===== config.mk =====
export PLATFORM = sky130hd
export DESIGN_NAME = sd_arbiter
export DESIGN_NICKNAME = d
export VERILOG_FILES = /design/src/rtl/sd_arbiter.sv
export SDC_FILE = /design/constraint.sdc
export NUM_CORES = 1
export LEC_CHECK = 0
export CAP_MARGIN = 20
export CORE_AREA = 3 3 85 87
export DETAILED_ROUTE_END_ITERATION = 8
export DIE_AREA = 0 0 88 90
export PLACE_DENSITY = 0.8
export SETUP_SLACK_MARGIN = 0.3
export SYNTH_ARGS = -nofsm -noshare
export SYNTH_HDL_FRONTEND = slang
export SYNTH_SLANG_ARGS = --single-unit

===== constraint.sdc =====
create_clock -name clk -period 2.2 [get_ports clk]
set_input_delay 0.44 -clock clk [delete_from_list [all_inputs] [get_ports clk]]
set_output_delay 0.44 -clock clk [all_outputs]
set_load 0.05 [all_outputs]

===== src/rtl/sd_arbiter.sv =====
// Two-client arbiter for the shared SD card controller: one-hot registered grants,
// round-robin on ties, clean release at sector boundaries and idle-owner revocation.
module sd_arbiter #(
    parameter int unsigned   TW             = 24,
    parameter logic [TW-1:0] TIMEOUT_CYCLES = TW'(24'd10_000_000)
) (
    input  logic        clk,
    input  logic        reset,
    input  logic        sd_ready,
    input  logic [7:0]  sd_dout,
    input  logic        sd_byte_available,
    input  logic        sd_ready_for_next_byte,
    output logic [31:0] sd_address,
    output logic        sd_rd,
    output logic        sd_wr,
    output logic [7:0]  sd_din,
    input  logic        c0_req,
    output logic        c0_gnt,
    input  logic [31:0] c0_address,
    input  logic        c0_rd,
    input  logic        c0_wr,
    input  logic [7:0]  c0_din,
    output logic [7:0]  c0_dout,
    output logic        c0_ready,
    output logic        c0_byte_available,
    output logic        c0_ready_for_next_byte,
    input  logic        c1_req,
    output logic        c1_gnt,
    input  logic [31:0] c1_address,
    input  logic        c1_rd,
    input  logic        c1_wr,
    input  logic [7:0]  c1_din,
    output logic [7:0]  c1_dout,
    output logic        c1_ready,
    output logic        c1_byte_available,
    output logic        c1_ready_for_next_byte,
    output logic        timeout
);

    typedef enum logic [1:0] {ST_BOOT, ST_IDLE, ST_OWN, ST_DRAIN} state_t;

    localparam logic [TW-1:0] TO_LAST = TIMEOUT_CYCLES - TW'(1'b1);

    state_t        state_r;
    logic          last_owner_r;
    logic [TW-1:0] cnt_r;
    logic          own_req_s;
    logic          own_cmd_s;

    // Request and command activity of whichever client currently owns the controller.
    always_comb begin
        own_req_s = 1'b0;
        own_cmd_s = 1'b0;
        if (c1_gnt) begin
            own_req_s = c1_req;
            own_cmd_s = c1_rd | c1_wr;
        end else begin
            own_req_s = c0_req;
            own_cmd_s = c0_rd | c0_wr;
        end
    end

    // Arbitration FSM; grants, timeout pulse and idle counter are all registered here.
    always_ff @(posedge clk) begin
        if (!reset) begin
            state_r      <= ST_BOOT;
            c0_gnt       <= 1'b0;
            c1_gnt       <= 1'b0;
            timeout      <= 1'b0;
            cnt_r        <= '0;
            last_owner_r <= 1'b1;
        end else begin
            timeout <= 1'b0;
            case (state_r)
                ST_BOOT: begin
                    if (sd_ready) state_r <= ST_IDLE;
                end
                ST_IDLE: begin
                    if (sd_ready && (c0_req || c1_req)) begin
                        // client 0 wins alone, or on a tie when client 1 went last
                        if (c0_req && (!c1_req || last_owner_r)) begin
                            c0_gnt       <= 1'b1;
                            last_owner_r <= 1'b0;
                        end else begin
                            c1_gnt       <= 1'b1;
                            last_owner_r <= 1'b1;
                        end
                        cnt_r   <= '0;
                        state_r <= ST_OWN;
                    end
                end
                ST_OWN: begin
                    if (!own_req_s) begin
                        c0_gnt  <= 1'b0;
                        c1_gnt  <= 1'b0;
                        cnt_r   <= '0;
                        state_r <= sd_ready ? ST_IDLE : ST_DRAIN;
                    end else if ((TIMEOUT_CYCLES != '0) && sd_ready && !own_cmd_s) begin
                        if (cnt_r == TO_LAST) begin
                            c0_gnt  <= 1'b0;
                            c1_gnt  <= 1'b0;
                            timeout <= 1'b1;
                            cnt_r   <= '0;
                            state_r <= ST_IDLE;
                        end else begin
                            cnt_r <= cnt_r + TW'(1'b1);
                        end
                    end else begin
                        cnt_r <= '0;
                    end
                end
                ST_DRAIN: begin
                    if (sd_ready) state_r <= ST_IDLE;
                end
                default: begin
                    state_r <= ST_BOOT;
                    c0_gnt  <= 1'b0;
                    c1_gnt  <= 1'b0;
                    cnt_r   <= '0;
                end
            endcase
        end
    end

    // Route the owner's command/data to the controller and gate status back to it only.
    always_comb begin
        sd_address             = 32'd0;
        sd_din                 = 8'd0;
        sd_rd                  = 1'b0;
        sd_wr                  = 1'b0;
        c0_dout                = 8'd0;
        c0_ready               = 1'b0;
        c0_byte_available      = 1'b0;
        c0_ready_for_next_byte = 1'b0;
        c1_dout                = 8'd0;
        c1_ready               = 1'b0;
        c1_byte_available      = 1'b0;
        c1_ready_for_next_byte = 1'b0;
        if (c0_gnt) begin
            sd_address             = c0_address;
            sd_din                 = c0_din;
            sd_wr                  = c0_wr;
            sd_rd                  = c0_rd & ~c0_wr;
            c0_dout                = sd_dout;
            c0_ready               = sd_ready;
            c0_byte_available      = sd_byte_available;
            c0_ready_for_next_byte = sd_ready_for_next_byte;
        end else if (c1_gnt) begin
            sd_address             = c1_address;
            sd_din                 = c1_din;
            sd_wr                  = c1_wr;
            sd_rd                  = c1_rd & ~c1_wr;
            c1_dout                = sd_dout;
            c1_ready               = sd_ready;
            c1_byte_available      = sd_byte_available;
            c1_ready_for_next_byte = sd_ready_for_next_byte;
        end else begin
            sd_address = 32'd0;
        end
    end

endmodule

; Yosys cells after proc, flatten, opt, wreduce, memory -nomap -nowiden
; Cells that the tools add are included.
[op_classes]
addsub = 1
eq_ne = 10
muxes = 45
bitwise = 6
n_reduce_logical = 16
[ops]
columns = op, n
row1 = two-way mux 24 bit, 4
row2 = two-way mux 32 bit, 2
row3 = one-hot mux 24 bit (2 select lines), 1
row4 = two-way mux 8 bit, 5
row5 = "adder 24 x 1 -> 24 bit, second input constant", 1
row6 = "equality test 24 bit, second input constant", 1
row7 = two-way mux 1 bit, 24
row8 = two-way mux 2 bit, 6
row9 = AND reduction 5 bit, 2
row10 = AND reduction 4 bit, 2
row11 = "!= test 2 bit, second input constant", 3
row12 = "!= test 3 bit, second input constant", 2
row13 = one-hot mux 2 bit (3 select lines), 1
row14 = "equality test 2 bit, second input constant", 2
row15 = one-hot mux 1 bit (2 select lines), 2
row16 = AND reduction 2 bit, 2
row17 = logical AND 1 bit, 3
row18 = AND 1 bit, 2
row19 = "equality test 2 x 1 -> 1 bit, second input constant", 1
row20 = logical NOT 1 bit, 2
row21 = logical NOT 2 bit, 1
row22 = logical OR 1 bit, 2
row23 = "!= test 2 x 1 -> 1 bit, second input constant", 1
row24 = inverter 1 bit, 2
row25 = 3 further kinds, 4
[word_totals]
reg_bits = 30
in_bits = 99
out_inout_bits = 67
word_cells = 84

; Logic depth before layout (Yosys ltp)
[depth]
word_depth = 7
depth_mapped = 9
mapped_depth_nobuf = 7

; Worst setup path after synthesis
; Ideal clock, no wire load.
[synth_path]
kind = register -> output
start = register c0_gnt
end = output sd_rd
t_arrival_ps = 2386
t_required_ps = 1760
path_slack_ps = -626
stages_incl_launch_ff = 5
n_path_buf = 2
cell_sequence = dfxtp_1 clkbuf_1 clkbuf_1 nand2_1 o21ai_0
[synth_via]
elab_chain_cells = 1
[synth_lines]
columns = element, line_no
row1 = "start, declared", 18  ; output logic c0_gnt,
row2 = "start signal, assigned", 67  ; c0_gnt <= 1'b0;
row3 = "start signal, assigned", 82  ; c0_gnt <= 1'b1;
row4 = "start signal, assigned", 94  ; c0_gnt <= 1'b0;
row5 = two-way mux 1 bit, 139  ; if (c0_gnt) begin
row6 = "end, declared", 14  ; output logic sd_rd,
; No other way between the ends.

; Worst setup path after layout
[layout_path]
start = register c1_gnt
end = output sd_address[12]
[layout_via]
elab_chain_cells = 2
[layout_lines]
columns = element, line_no
row1 = "start, declared", 28  ; output logic c1_gnt,
row2 = "start signal, assigned", 68  ; c1_gnt <= 1'b0;
row3 = "start signal, assigned", 85  ; c1_gnt <= 1'b1;
row4 = "start signal, assigned", 95  ; c1_gnt <= 1'b0;
row5 = two-way mux 32 bit, 148  ; end else if (c1_gnt) begin
row6 = two-way mux 32 bit, 139
row7 = "end, declared", 13  ; output logic [31:0] sd_address,
; No other way between the ends.

==> metrics.md <==
| Metric | Value |
|---|---|
| Critical Path AT | between 1 and 1.5 ns |
| Max_cap viols | 0 |
| CP peak stage delay | about 0.38 ns |
| Post-Syn Area | between 0.002 and 0.0025 mm2 |
| Syn Inst Count | 269 |
| Normalized max-slew margin | about two thirds |
| CP Launch Type | register |
| Hold_sp | cnt_r[1] |
| CTS tree | yes |
| Gr usage total | about a quarter |
| Worst setup margin | roughly 0.30 ns |
| Via Count | just under 3000 |
| Worst reg2reg path depth | 7 |
| FP Rows | 29 |
| Worst Tran Pin Value | slightly below 0.5 ns |
| Clock Tree Buf Depth | 2 |
| Clk_lat worst skew | about 0.28 ns |
| CP Max Fanout | 13 |
| Yosys reg bits | 30 |
| Chip width | between 80 and 90 um |
| TritonRoute pass-1 iters | 4 |
| Largest net degree at the start of global routing | 32 |
| Worst min path class | reg2reg |
| Worst path slowest cell | dfxtp_4 |
| Pre-CTS WS | -0.03566 ns |
| LEAKAGE | 0.002034 uW |
| Status | completed |
| Final core utilization | 79.78% |
| WHS Path Cells | 2 |
| DPL Wire Length | roughly 8.5 mm |
| Die height | around 90 um |
| Share of layout cells above drive strength 1 | 40.00% |
| Number of global-route vias before repair | 2873 |
| Crit path required time | 1.76 ns |
| DRC | 0 |
| PortBufs | 165 |
| Initial Util | 35.52% |
| Crit path from | c1_gnt |
| Nets@finish | around 550 |
| Pwr/cell area | approximately 640 mW/mm2 |
| Hold buffers post-CTS | 0 |
| Unique masters post-synth | 56 |
| Worst-path cell chain | inv_4, nor2_4, bufbuf_16, a22o_2, buf_12 |
| Share of the synthesized area in the top cell type | roughly a quarter |
| Synth top area cells | dfxtp_1 (26%), a22o_1 (16%), and2_1 (6.3%) |
| Via/cell ratio | around 5.6 |
| Final worst-path cycle share | just under 90% |
| Mean routed wirelength per cell | about 21 um |
| Type of destination of the critical path | output pin |
| GR Overflow Total | 0 |
| Die area | ~0.008 mm2 |
| Fmax | about 530 MHz |
| Layout area overhead | 124.6% |
| Reg2reg start | state_r[1] |
| Drt total wl | approximately 11 mm |
| # diodes | 0 |
| Most common cell after layout, fill and taps aside | clkdlybuf4s50_1 |
| Core area | between 0.006 and 0.007 mm2 |
| Ys Warns | 0 |
| Fill count | about 370 |
| CTS clk-pin slew, worst paths | around 0.07 ns |
| Final setup TNS | 0 ns |
| Ports | about 170 |
| Synth area leader | dfxtp_1 |
| Final min period | around 1.9 ns |
| Mapped Nets | approximately 370 |
| Most frequent cells in the layout | clkdlybuf4s50_1 (95), buf_12 (61), a22o_2 (28), dfxtp_1 (28), nor2_1 (24) |
| TritonCTS buffer count | 5 |
| Fin Hold WS | approximately 0.48 ns |
| Post-synth EDFFs | 0 |
| Final hold viol count | 0 |
| H-tree levels | 2 |
| Asr flop ratio synth | 0% |
| RSZ-0062 raised after global routing | yes |
| Skew final | 0.006596 ns |
| DRT iter0 DRCs | about 200 |
| Clock sinks | 30 |
| Mean Syn Cell Area | 8.479 um2 |
| Main flop type after synthesis | dfxtp_1 |
| Max-slew violation count | 0 |
| Global-route wire length before repair | about 16 mm |
| Root Driver | clkbuf_8 |
| Crit path kind | reg2out |
| Maximum VDD drop | ~400 uV |
| RePlAce Congestion | between 0.9 and 1 |
| Initial antenna violation count | 0 |
| Antenna-violating nets left | 0 |
| Seq/Total Area, Yosys | between 20% and 30% |
| Final setup fails | 0 |
-- worst paths after layout --
check,endpoint,slack [ns]
min reg2reg,cnt_r[1],0.48
max reg2reg,cnt_r[19],0.38
min,cnt_r[1],0.48
max,sd_address[12],0.30
-- report_power, final --
part	internal (uW)	switching (uW)	total, uW	leakage [uW]
sequential	579	33.4	612	0.000244
clock	215	211	427	0.0000362
combinational	1080	1170	2250	0.00175
-- worst max-delay path, delay by kind of cell (launching register included) --
kind / cells / cell delay, ns
flip-flops: 1 / 0.38
AO/OA/AOI/OAI: 1 / 0.17
AND/OR/NAND/NOR: 1 / 0.14
buffers and inverters: 3 / 0.49
-- routing by layer --
metal	wire length [um]	global-route usage, %
met1	3866	27.83
met2	6117	47.61
met3	1017	6.581
met4	264	6.138
met5	0	0
-- flip-flops by register name, summed over array words and instances, names as in the netlist --
signal / count
last_owner_r: 1
c0_gnt: 1
cnt_r: 24
timeout: 1
state_r: 2
c1_gnt: 1
-- timing repair --
item / CTS / global route
buffers inserted: 4 / 4
pin swaps: 2 / 5
endpoints found under the setup margin: 50 / 61
hold endpoints to repair: 0 / 0
resized for setup: 21 / 11
gates cloned: 1 / 1
-- through the flow --
step           total power, uW  area (um2)  cells
6_report                  3293        5124    527
5_1_grt                   3397        5124    527
4_1_cts                   3236        5026    522
3_5_place_dp              2729        4790    510
3_3_place_gp              2693        4790    510
2_1_floorplan             1722        2429    269
-- synth_stat cells (all sizes together) (2+ instances only) --
| library cell | instances |
|---|---|
| a22o | 41 |
| dfxtp | 30 |
| nor2 | 26 |
| and2 | 24 |
| nand2 | 17 |
| xor2 | 14 |
| clkbuf | 11 |
| nand3 | 11 |
| and3 | 9 |
| nand4 | 9 |
| inv | 7 |
| o21ai | 7 |
| a211oi | 6 |
| a21oi | 6 |
| xnor2 | 5 |
| buf | 4 |
| ha | 3 |
| nand2b | 3 |
| nand4b | 3 |
| nor3 | 3 |
| nor3b | 3 |
| nor4 | 3 |
| o21a | 3 |
| a22oi | 2 |
| and4 | 2 |
| o211ai | 2 |
| o221a | 2 |
-- cells by family after synthesis --
kind of cell | count (synthesis) | share of synthesized area [%]
compound gates | 76 | 29.07
xor+xnor | 19 | 7.296
fa+ha+maj | 3 | 1.646
buf+inv | 22 | 4.059
flops | 30 | 26.33
mux | 1 | 0.4937
simple gates | 118 | 31.10
-- area by class of cell --
class	count	area (um2)	share of cell area (%)
Timing Repair Buffer	189	2517	49.13
Multi-Input combinational cell	217	1792	34.97
Sequential cell	30	605.6	11.82
Tap cell	77	96.34	1.880
Clock buffer	5	68.82	1.343
Inverter	7	28.78	0.5617
Clock inverter	2	15.01	0.2930
Note: power is estimated with default switching activity, not from simulation.
